`config.mk`:
```
export PLATFORM = sky130hd
export DESIGN_NAME = mem_arbiter
export DESIGN_NICKNAME = d
export VERILOG_FILES = /design/src/rtl/mem_arbiter.sv
export SDC_FILE = /design/constraint.sdc
export NUM_CORES = 1
export LEC_CHECK = 0
export CORE_UTILIZATION = 45
export CTS_CLUSTER_DIAMETER = 80
export DETAILED_ROUTE_END_ITERATION = 6
export PLACE_DENSITY_LB_ADDON = 0.12
export SETUP_SLACK_MARGIN = 0.4
export SYNTH_ARGS = -nofsm -noshare
export SYNTH_HDL_FRONTEND = slang
export SYNTH_SLANG_ARGS = --single-unit
```
`constraint.sdc`:
```
create_clock -name clk -period 11.25 [get_ports clk]
set_clock_uncertainty 0.15 [all_clocks]
set_input_delay 1.6875 -clock clk [delete_from_list [all_inputs] [get_ports clk]]
set_output_delay 1.6875 -clock clk [all_outputs]
set_load 0.02 [all_outputs]
```
`src/rtl/mem_arbiter.sv`:
```
`default_nettype none
// ============================================================================
// Module   : mem_arbiter
// Summary  : Fetch/load/store arbiter for one byte-serial memory controller
//            port; one transaction in flight, completion routed to its owner.
// Revision : 1.0 - initial release
// ============================================================================
module mem_arbiter #(
  parameter int         STARVE_LIMIT = 4,
  parameter logic [1:0] IO_BASE_HI   = 2'b11
) (
  input  logic        clk,
  input  logic        rst,
  input  logic        io_buffer_full,
  input  logic        flush,
  input  logic        if_req,
  input  logic [31:0] if_addr,
  output logic        if_done,
  output logic [31:0] if_data,
  input  logic        ld_req,
  input  logic [31:0] ld_addr,
  input  logic [1:0]  ld_size,
  output logic        ld_done,
  output logic [31:0] ld_data,
  input  logic        st_req,
  input  logic [31:0] st_addr,
  input  logic [1:0]  st_size,
  input  logic [31:0] st_data,
  output logic        st_done,
  output logic        mc_req,
  output logic        mc_we,
  output logic [31:0] mc_addr,
  output logic [1:0]  mc_size,
  output logic [31:0] mc_wdata,
  input  logic        mc_done,
  input  logic [31:0] mc_rdata
);

  localparam int                 c_CNT_W     = $clog2(STARVE_LIMIT + 1);
  localparam logic [c_CNT_W-1:0] c_LIMIT     = c_CNT_W'(STARVE_LIMIT);
  localparam logic [c_CNT_W-1:0] c_CNT_ONE   = c_CNT_W'(1);
  localparam logic [1:0]         c_SIZE_WORD = 2'b11;

  typedef enum logic [1:0] {
    S_IDLE  = 2'd0,
    S_BUSY  = 2'd1,
    S_DRAIN = 2'd2
  } state_t;

  typedef enum logic [1:0] {
    OWN_IF = 2'd0,
    OWN_LD = 2'd1,
    OWN_ST = 2'd2
  } owner_t;

  state_t             r_state;
  state_t             w_state_nxt;
  owner_t             r_owner;
  owner_t             w_grant_owner;
  logic [c_CNT_W-1:0] r_starve_cnt;
  logic [2:0]         r_last_done;

  logic               r_mc_req;
  logic               r_mc_we;
  logic [31:0]        r_mc_addr;
  logic [1:0]         r_mc_size;
  logic [31:0]        r_mc_wdata;
  logic               r_if_done;
  logic               r_ld_done;
  logic               r_st_done;
  logic [31:0]        r_if_data;
  logic [31:0]        r_ld_data;

  logic               w_if_elig;
  logic               w_ld_elig;
  logic               w_st_elig;
  logic               w_st_io_blocked;
  logic               w_grant;
  logic               w_complete;
  logic               w_if_flushed;

  // Eligibility and arbitration; only meaningful in IDLE.
  always_comb begin
    w_st_io_blocked = (st_addr[17:16] == IO_BASE_HI) && io_buffer_full;
    w_if_elig       = if_req && !flush && !r_last_done[0];
    w_ld_elig       = ld_req && !r_last_done[1];
    w_st_elig       = st_req && !r_last_done[2] && !w_st_io_blocked;
    w_grant         = 1'b0;
    w_grant_owner   = OWN_IF;
    if (r_state == S_IDLE) begin
      if (w_if_elig && (r_starve_cnt == c_LIMIT)) begin
        w_grant       = 1'b1;
        w_grant_owner = OWN_IF;
      end else if (w_ld_elig) begin
        w_grant       = 1'b1;
        w_grant_owner = OWN_LD;
      end else if (w_st_elig) begin
        w_grant       = 1'b1;
        w_grant_owner = OWN_ST;
      end else if (w_if_elig) begin
        w_grant       = 1'b1;
        w_grant_owner = OWN_IF;
      end
    end
  end

  always_ff @(posedge clk or posedge rst) begin
    if (rst) begin
      r_state <= S_IDLE;
    end else begin
      r_state <= w_state_nxt;
    end
  end

  // A flush landing on the completion cycle of a fetch still discards it.
  always_comb begin
    w_state_nxt  = r_state;
    w_complete   = 1'b0;
    w_if_flushed = (r_owner == OWN_IF) && flush;
    case (r_state)
      S_IDLE: begin
        if (w_grant) begin
          w_state_nxt = S_BUSY;
        end
      end
      S_BUSY: begin
        if (mc_done) begin
          w_state_nxt = S_IDLE;
          w_complete  = !w_if_flushed;
        end else if (w_if_flushed) begin
          w_state_nxt = S_DRAIN;
        end
      end
      S_DRAIN: begin
        if (mc_done) begin
          w_state_nxt = S_IDLE;
        end
      end
      default: begin
        w_state_nxt = S_IDLE;
      end
    endcase
  end

  always_ff @(posedge clk or posedge rst) begin
    if (rst) begin
      r_owner      <= OWN_IF;
      r_starve_cnt <= '0;
      r_last_done  <= '0;
      r_mc_req     <= 1'b0;
      r_mc_we      <= 1'b0;
      r_mc_addr    <= '0;
      r_mc_size    <= '0;
      r_mc_wdata   <= '0;
      r_if_done    <= 1'b0;
      r_ld_done    <= 1'b0;
      r_st_done    <= 1'b0;
      r_if_data    <= '0;
      r_ld_data    <= '0;
    end else begin
      r_if_done   <= w_complete && (r_owner == OWN_IF);
      r_ld_done   <= w_complete && (r_owner == OWN_LD);
      r_st_done   <= w_complete && (r_owner == OWN_ST);
      r_last_done <= {w_complete && (r_owner == OWN_ST),
                      w_complete && (r_owner == OWN_LD),
                      w_complete && (r_owner == OWN_IF)};

      if (w_complete && (r_owner == OWN_IF)) begin
        r_if_data <= mc_rdata;
      end
      if (w_complete && (r_owner == OWN_LD)) begin
        r_ld_data <= mc_rdata;
      end

      // Request fields are captured once per grant and held until mc_done.
      if (w_grant) begin
        r_owner  <= w_grant_owner;
        r_mc_req <= 1'b1;
        case (w_grant_owner)
          OWN_LD: begin
            r_mc_addr  <= ld_addr;
            r_mc_size  <= ld_size;
            r_mc_we    <= 1'b0;
            r_mc_wdata <= '0;
          end
          OWN_ST: begin
            r_mc_addr  <= st_addr;
            r_mc_size  <= st_size;
            r_mc_we    <= 1'b1;
            r_mc_wdata <= st_data;
          end
          default: begin
            r_mc_addr  <= if_addr;
            r_mc_size  <= c_SIZE_WORD;
            r_mc_we    <= 1'b0;
            r_mc_wdata <= '0;
          end
        endcase
      end else if (mc_done && (r_state != S_IDLE)) begin
        r_mc_req <= 1'b0;
      end

      if (!if_req) begin
        r_starve_cnt <= '0;
      end else if (w_grant) begin
        if (w_grant_owner == OWN_IF) begin
          r_starve_cnt <= '0;
        end else if (r_starve_cnt != c_LIMIT) begin
          r_starve_cnt <= r_starve_cnt + c_CNT_ONE;
        end
      end
    end
  end

  assign mc_req   = r_mc_req;
  assign mc_we    = r_mc_we;
  assign mc_addr  = r_mc_addr;
  assign mc_size  = r_mc_size;
  assign mc_wdata = r_mc_wdata;
  assign if_done  = r_if_done;
  assign ld_done  = r_ld_done;
  assign st_done  = r_st_done;
  assign if_data  = r_if_data;
  assign ld_data  = r_ld_data;

endmodule
`default_nettype wire
```
---- Word-level counts from Yosys, hierarchy flattened ----
Index checks and enable logic that the tools add are counted.
word-level totals
  register bits after elaboration ......... 145
  bits of input ports ..................... 172
  output and inout port bits .............. 135
  logic and storage cells ................. 80
cells by class
  $add $sub $neg .......................... 1
  eq/ne operators ......................... 14
  mux-type cells .......................... 26
  reductions and logical operators ........ 25
operators by type and width
  operator                                               number
  case mux 32 bit (2 select lines)                       1
  two-way mux 32 bit                                     1
  two-way mux 2 bit                                      8
  logical AND 1 bit                                      12
  two-way mux 3 bit                                      4
  two-way mux 1 bit                                      10
  equality test 2 bit, second input constant             4
  equality test 2 x 1 -> 1 bit, second input constant    3
  zero test 1 bit                                        6
  zero test 2 bit                                        3
  inequality test 3 bit, second input constant           2
  case mux 2 bit (3 select lines)                        1
  inequality test 2 bit, second input constant           2
  case mux 2 bit (2 select lines)                        1
  nonzero test 2 bit                                     2
  adder 3 x 1 -> 3 bit, second input constant            1
  equality test 3 bit, second input constant             1
  inequality test 3 x 1 -> 1 bit, second input constant  1
  AND reduction 3 bit                                    1
  inequality test 2 x 1 -> 1 bit, second input constant  1
  AND reduction 2 bit                                    1

---- Depth between registers and ports, before layout ----
Gate-level depths: netlist (run 1).
  depth in word-level cells ............... 12
  depth in mapped cells ................... 11
  depth with buffers taken out ............ 9

---- Least setup slack after synthesis (run 1) ----
OpenSTA, ideal clock, no wires.
  path kind ............................... input to register
  from .................................... input port st_addr[16]
  to ...................................... register r_mc_addr[29], in the netlist mc_addr[29]
  data arrival time ....................... 3.642 ns
  required time ........................... 10.975 ns
  slack ................................... 7.333 ns
  stages on the path ...................... 9
  buffers on the path ..................... 2
  path through ............................ nand3_1 -> nand3_1 -> nor4b_1 -> inv_1 -> ha_1 -> clkbuf_1 -> clkbuf_1 -> o21ai_0 -> mux2_2
between the ends
  longest elaborated chain between the ends .. 10
  elaborated cells between the ends (all ways) .. 15
  classes of those cells .................. eq/ne (3); mux (9); reduce/logical (3)
RTL lines
  element                                                              line  text
  start, declared                                                      26    input logic [31:0] st_addr,
  equality test 2 bit *                                                84    w_st_io_blocked = (st_addr[17:16] == IO_BASE_HI) && io_buffer_full;
  logical AND 1 bit *                                                  84
  zero test 1 bit *                                                    87    w_st_elig = st_req && !r_last_done[2] && !w_st_io_blocked;
  logical AND 1 bit *                                                  87
  two-way mux 2 bit *                                                  97    end else if (w_st_elig) begin
  two-way mux 2 bit *                                                  94    end else if (w_ld_elig) begin
  two-way mux 2 bit *                                                  91    if (w_if_elig && (r_starve_cnt == c_LIMIT)) begin
  two-way mux 2 bit *                                                  90    if (r_state == S_IDLE) begin
  named net w_grant_owner[1]                                           59    owner_t w_grant_owner;
  equality test 2 bit or equality test 2 x 1 -> 1 bit (tied branches)  179   case (w_grant_owner)
  case mux 32 bit (2 select lines) *                                   179
  end signal, assigned                                                 181   r_mc_addr <= ld_addr;
  end signal, assigned                                                 187   r_mc_addr <= st_addr;
  end signal, assigned                                                 193   r_mc_addr <= if_addr;
  end, declared                                                        65    logic [31:0] r_mc_addr;
The timed path passes the listed nets; every way through them passes the cells marked *.
A chain may end at the register's enable or synchronous reset.

---- Worst setup path in the final report (run 1) ----
  from .................................... input port if_req
  to ...................................... register r_mc_addr[10], in the netlist mc_addr[10]
between the ends
  longest elaborated chain between the ends .. 7
  elaborated cells between the ends (all ways) .. 13
  classes of those cells .................. eq/ne (2); mux (8); reduce/logical (3)
RTL lines
  element                                                              line  text
  start, declared                                                      16    input logic if_req,
  logical AND 1 bit * (2 in a row)                                     85    w_if_elig = if_req && !flush && !r_last_done[0];
  logical AND 1 bit *                                                  91
  two-way mux 2 bit *                                                  91
  two-way mux 2 bit *                                                  90
  named net w_grant_owner[1]                                           59
  equality test 2 bit or equality test 2 x 1 -> 1 bit (tied branches)  179
  case mux 32 bit (2 select lines) *                                   179
Marked as above.

==> flow_summary.ini, run 1 <==
[run_status]
outcome = complete, no violations

[sta]
tightestPinTransition_ns = 1.16
fmax_mhz = 219
rsz0062_at_grt = no
tns_ns = 0
setup_viol = 0
hold_viol = 0
slew_violations = 0
max_slew_margin_pct = 22.5
finalCriticalPeriod_ns = 4.58
period_share_pct = 40.7

[detailed_routing]
vias = 5269
drc = 0
firstDrtPassIters = 4
antenna_left = 0
viasPerCell = 5.23
wl_per_cell_um = 18.0
wirelength_um = 18100
drt_iter0_drc = 203

[placement]
port_buffers = 306
postPlaceCellArea_sq_um = 9560
routabilityCongestion = 0.766
dp_hpwl_um = 12800

[worst_setup_path]
required_ns = 11.40
critPathMaxFanout = 66
critical_path_class = in2reg
max_stage_delay_ns = 1.00
r2r-end = mc_addr[10]
rrSetupSlack_ns = 7.51
critical_path_arrival_ns = 4.73
endpoint_kind = register
critPathBufInv = 2
cpMaxStageDelayCell = ha_2
crit_cells = 8
critPathTopFamily = adder cells
start_kind = input port
worstReg2RegStart = r_state[1]
critPathLaunch = if_req
rr_worst_depth = 6
crit_chain = clkdlybuf4s50_1 -> nor3b_2 -> nand3_1 -> nor4b_1 -> inv_1 -> ha_2 -> o21ai_0 -> mux2_1

[die]
die-width_um = 122
die_y_um = 122
core_area_sq_um = 13900
top_level_ports = 307
die-area_sq_um = 14800
rows = 43
initial_core_util_pct = 46.4

[clock_tree]
htreeDepth = 4
cts_tree = yes
cts-root-buf = clkbuf_16
cts_hold_buf = 0
clk_path_buf_depth = 2
clock_latency_ns = 0.42
numClockSinks = 142
numCtsBuffers = 17
cts_setup_buffers = 0
cts_resized = 0
clk_pin_slew_ns = 0.06

[logic_synthesis]
syn_nets = 706
synthCells = 529
synth_area_leaders = dfrtp_1, mux2_2, mux2_4, o21ai_0, mux2_1
yosysWarnings = 0
ys.flop_type = dfrtp_1
syn_area_sq_um = 6460
syn-mean-instance-area_sq_um = 12.2
ys_ff_latch = 142
yosys.area_share.simple_pct = 6.60
async_flop_share_pct = 100
synthAdderAreaFrac_pct = 0.968
synth_top_family_by_area = multiplexers
synth_edf_count = 0
yosysTopAreaCellShare_pct = 55.0
synth_compound_area_share_pct = 14.1
synth.distinct_cells = 41
yosys.area.top_type = dfrtp_1
synthMuxAreaShare_pct = 19.2
synthXorXnorAreaFrac_pct = 0
ys_seq_area_share_pct = 55.0

[hold_path]
hold_path.startpoint = r_owner[0]
whs_path_depth = 1
min_to = r_last_done[2]
holdCritPathClass = reg2reg

[grt]
grt_usage_pct = 25.2
grt_max_degree = 88
grt-ovfl-total = 0
grt_antenna_before_repair = 0
grt_pass1_wl_um = 28400
grt_pass1_vias = 5583

[final_layout]
multi_input_area_sq_um = 2650
diodes = 0
final_cell_mix = clkdlybuf4s50_1, dfrtp_1, o21ai_0
drive_above_1_share_pct = 14.3
fin_area_sq_um = 10200
layout.cells.most_common = clkdlybuf4s50_1
fill_cells = 985
syn_to_final_growth_pct = 57.3
num-nets-final = 992
regArea_sq_um = 3550

[flow_run]
maxCapViolCount = 0

[power]
sequentialPowerShare_pct = 31.0
p_sw_w = 0.000980
leakage_nw = 4.30
power_density_nw_per_um2 = 269
switching_share_pct = 35.9
p_int_w = 0.00175
p_comb_share_pct = 48.1
peakVddDrop_mv = 0.147
pwr-share-clk_pct = 20.9
==> layout make-up <==
class                      count  area share (%)
sequential                   142            34.9
clock inverter                11            1.38
multi-input combinational    336            26.1
clock buffer                  20            4.59
tap                          180            2.22
inverter                       8           0.345
timing repair buffer         310            30.4
==> worst register-to-register path, cell delays in order (launching register included) <==
cell,delay [ns]
dfrtp_1,0.42
or2_2,0.70
nor4b_1,0.58
inv_1,0.13
ha_2,1.00
o21ai_0,0.29
mux2_1,0.35
==> cells by family (layout without fill, tap and decap cells) <==
group	count (synthesis)	in the layout
flops	142	142
compound gates	141	141
mux	101	101
simple gates	89	89
buf+inv	51	349
fa+ha+maj	5	5
==> cells in the mapped netlist (all sizes together) (2+ instances only) <==
master	n
mux2	99
nor2b	2
o31ai	32
nor2	3
buf	16
dfrtp	142
a22oi	32
nand2b	2
nand3	4
nand2	66
a21oi	2
a221o	2
ha	5
o21ai	68
nand3b	2
mux2i	2
nor3b	3
inv	8
clkbuf	27
==> metrics by stage <==
| step | hold WS, ns | setup WS, ns | power, W | util [%] | instances |
|---|---|---|---|---|---|
| after floorplan | 0.301 | 5.60 | 0.00158 | - | 529 |
| after CTS | 0.340 | 6.65 | 0.00275 | 73.0 | 1007 |
| after detailed placement | 0.325 | 6.24 | 0.00217 | 68.6 | 976 |
| final | 0.334 | 6.67 | 0.00273 | 73.0 | 1007 |
| after global routing | 0.360 | 6.41 | 0.00288 | 73.0 | 1007 |
| after global placement | 0.318 | 6.40 | 0.00213 | 68.6 | 976 |
==> metal layers <==
metal / routed length, um / vias up / global-route usage (%)
met3: 1440 / 39 / 8.57
met5: 0 / - / 0
met4: 591 / 0 / 12.4
met1: 6830 / 2536 / 28.0
li1: - / 2475 / -
met2: 9250 / 219 / 43.0
==> worst max-delay path by stage <==
stage | endpoint
after global routing | mc_addr[16]
after detailed placement | mc_addr[10]
after floorplan | if_data[0]
after global placement | mc_addr[6]
after CTS | mc_addr[8]
final | mc_addr[10]
==> state kept, by name, indices dropped and copies added, names as in the netlist <==
signal	count
r_last_done	3
ld_data	32
mc_req	1
mc_wdata	32
mc_we	1
mc_addr	32
r_state	2
mc_size	2
if_data	32
r_starve_cnt	3
r_owner	2
==> power groups by stage <==
stage                     Sequential (W)  Combinational [W]  Clock (W)
after detailed placement        0.000850            0.00132          0
final                           0.000847            0.00131   0.000571
after global placement          0.000838            0.00129          0
after CTS                       0.000847            0.00133   0.000581
after global routing            0.000874            0.00140   0.000607
after floorplan                  0.00109           0.000492          0
Power figures use the tool's default switching activity.
==> inputs of run 2 (changes only) <==
--- a/config.mk
+++ b/config.mk
@@ -5,7 +5,7 @@
 export SDC_FILE = /design/constraint.sdc
 export NUM_CORES = 1
 export LEC_CHECK = 0
-export CORE_UTILIZATION = 45
+export CORE_UTILIZATION = 41
 export CTS_CLUSTER_DIAMETER = 80
 export DETAILED_ROUTE_END_ITERATION = 6
 export PLACE_DENSITY_LB_ADDON = 0.12
==> constraint.sdc (replaced) <==
create_clock -name clk -period 4.3 [get_ports clk]
set_clock_uncertainty 0.15 [all_clocks]
set_input_delay 0.645 -clock clk [delete_from_list [all_inputs] [get_ports clk]]
set_output_delay 0.645 -clock clk [all_outputs]
set_load 0.02 [all_outputs]
==> run 2 against run 1 <==
Via count is 0.85% higher. Worst setup slack worse by 6.0 ns. Utilization is 5.7 points lower. Sequential share of layout area is 0.47 points lower. Count of clock-buffer cells in the layout is 4 higher. Register-to-register slack worse by 6.4 ns. Hold slack better by 0.0029 ns. Die area is 9.6% higher. Critical path depth stayed put. Wire length is 3.0% higher. Final area is 1.4% higher.
==> flow_summary.ini, run 2 (same netlist as run 1, synthesis figures left out) <==
[grt]
grt_max_degree = 70
grt_pass1_wl_um = 29200
grt-ovfl-total = 0
grt_usage_pct = 23.6
grt_antenna_before_repair = 0
grt_pass1_vias = 5546

[placement]
routabilityCongestion = 0.757
dp_worst_setup_slack_ns = 0.294
port_buffers = 306
dp_hpwl_um = 13700
place_inst = 1013

[worst_setup_path]
critPathMaxFanout = 66
r2r-end = mc_addr[13]
start_kind = input port
crit_chain = clkdlybuf4s50_1 -> nor3b_2 -> nand3_1 -> nor4b_1 -> inv_1 -> ha_2 -> o21ai_0 -> mux2_1
max_stage_delay_ns = 1.00
critPathBufInv = 2
endpoint_kind = register
critical_path_arrival_ns = 3.73
worstReg2RegStart = r_starve_cnt[0]
rrSetupSlack_ns = 1.06
cpMaxStageDelayCell = ha_2
critical_path_class = in2reg
critPathTopFamily = adder cells
required_ns = 4.45
rr_worst_depth = 8

[clock_tree]
clk_path_buf_depth = 2
cts_hold_buf = 0
htreeDepth = 4
cts_resized = 0
clk_pin_slew_ns = 0.06
numClockSinks = 142
clock_latency_ns = 0.41
cts-root-buf = clkbuf_16
numCtsBuffers = 17
cts_tree = yes
cts_setup_buffers = 0

[flow_run]
maxCapViolCount = 0

[power]
peakVddDrop_mv = 0.356
power_density_nw_per_um2 = 709
sequentialPowerShare_pct = 30.3
total_power_w = 0.00731
p_sw_w = 0.00259
p_comb_share_pct = 47.6
pwr-share-clk_pct = 22.1
switching_share_pct = 35.4
leakage_nw = 4.35
p_int_w = 0.00472

[hold_path]
holdCritPathClass = reg2reg
hold_path.startpoint = mc_addr[11]
whs_path_depth = 1
min_to = mc_addr[11]

[detailed_routing]
antenna_left = 0
wl_per_cell_um = 17.8
drc = 0
firstDrtPassIters = 5
drt_iter0_drc = 196
viasPerCell = 5.09
vias = 5314
wirelength_um = 18700

[final_layout]
fin_util_pct = 67.3
fin_cells = 1045
diodes = 0
regArea_sq_um = 3550
drive_above_1_share_pct = 14.9
syn_to_final_growth_pct = 59.5
fill_cells = 1164
multi_input_area_sq_um = 2650
final_cell_mix = clkdlybuf4s50_1, dfrtp_1, o21ai_0
layout.cells.most_common = clkdlybuf4s50_1
num-nets-final = 998

[sta]
hold_viol = 0
tns_ns = 0
slew_violations = 0
period_share_pct = 83.2
setup_viol = 0
fin_ws_ns = 0.724
fmax_mhz = 280
max_slew_margin_pct = 34.9
finalCriticalPeriod_ns = 3.58
rsz0062_at_grt = no
tightestPinTransition_ns = 0.977

[die]
top_level_ports = 307
die_y_um = 128
die-area_sq_um = 16300
core_area_sq_um = 15300
die-width_um = 128
rows = 45
initial_core_util_pct = 42.2

[run_status]
outcome = complete, no violations
[run 2: how the worst max path moves through the flow]
stage	from	end	slack [ns]	depth (start not counted)
final	if_req	mc_addr[13]	0.72	8
after global routing	if_req	mc_addr[15]	0.43	8
after CTS	if_req	mc_addr[15]	0.72	8
after detailed placement	if_req	mc_addr[13]	0.29	8
after global placement	if_req	mc_addr[10]	0.52	8
after floorplan	st_addr[16]	mc_addr[29]	1.43	9
[run 2: cell type report]
| class | count | area share [%] |
|---|---|---|
| clock buffers | 24 | 4.97 |
| clock inverters | 8 | 1.46 |
| inverters | 8 | 0.328 |
| multi-input cells | 336 | 25.8 |
| flip-flops and latches | 142 | 34.5 |
| well taps | 211 | 2.56 |
| repair buffers | 316 | 30.5 |
[run 2: metal layers]
layer / vias to the layer above / global-route usage (%) / wire length, um
met4: 0 / 10.2 / 469
li1: 2489 / - / -
met5: - / 0 / 0
met3: 27 / 7.41 / 1440
met1: 2586 / 26.8 / 7110
met2: 212 / 41.1 / 9630
[run 2: stage by stage]
stage / area (sq um) / hold slack (ns)
global placement: 9640 / 0.319
floorplan: 6470 / 0.301
detailed placement: 9640 / 0.325
global route: 10300 / 0.360
CTS: 10300 / 0.339
finish: 10300 / 0.337
[run 2: power by group through the flow]
stage	Sequential (W)	Clock (W)	Combinational [W]
after floorplan	0.00285	0	0.00129
after global placement	0.00219	0	0.00342
after detailed placement	0.00222	0	0.00349
after CTS	0.00222	0.00165	0.00351
after global routing	0.00229	0.00170	0.00370
final	0.00222	0.00161	0.00348
[run 2: worst register-to-register path, cell delays in order, from the launching register on]
cell,delay [ns]
dfrtp_1,0.35
inv_1,0.08
ha_1,0.22
nand3_1,0.11
nor4b_1,0.47
inv_1,0.14
ha_2,1.00
o21ai_0,0.27
mux2_1,0.33
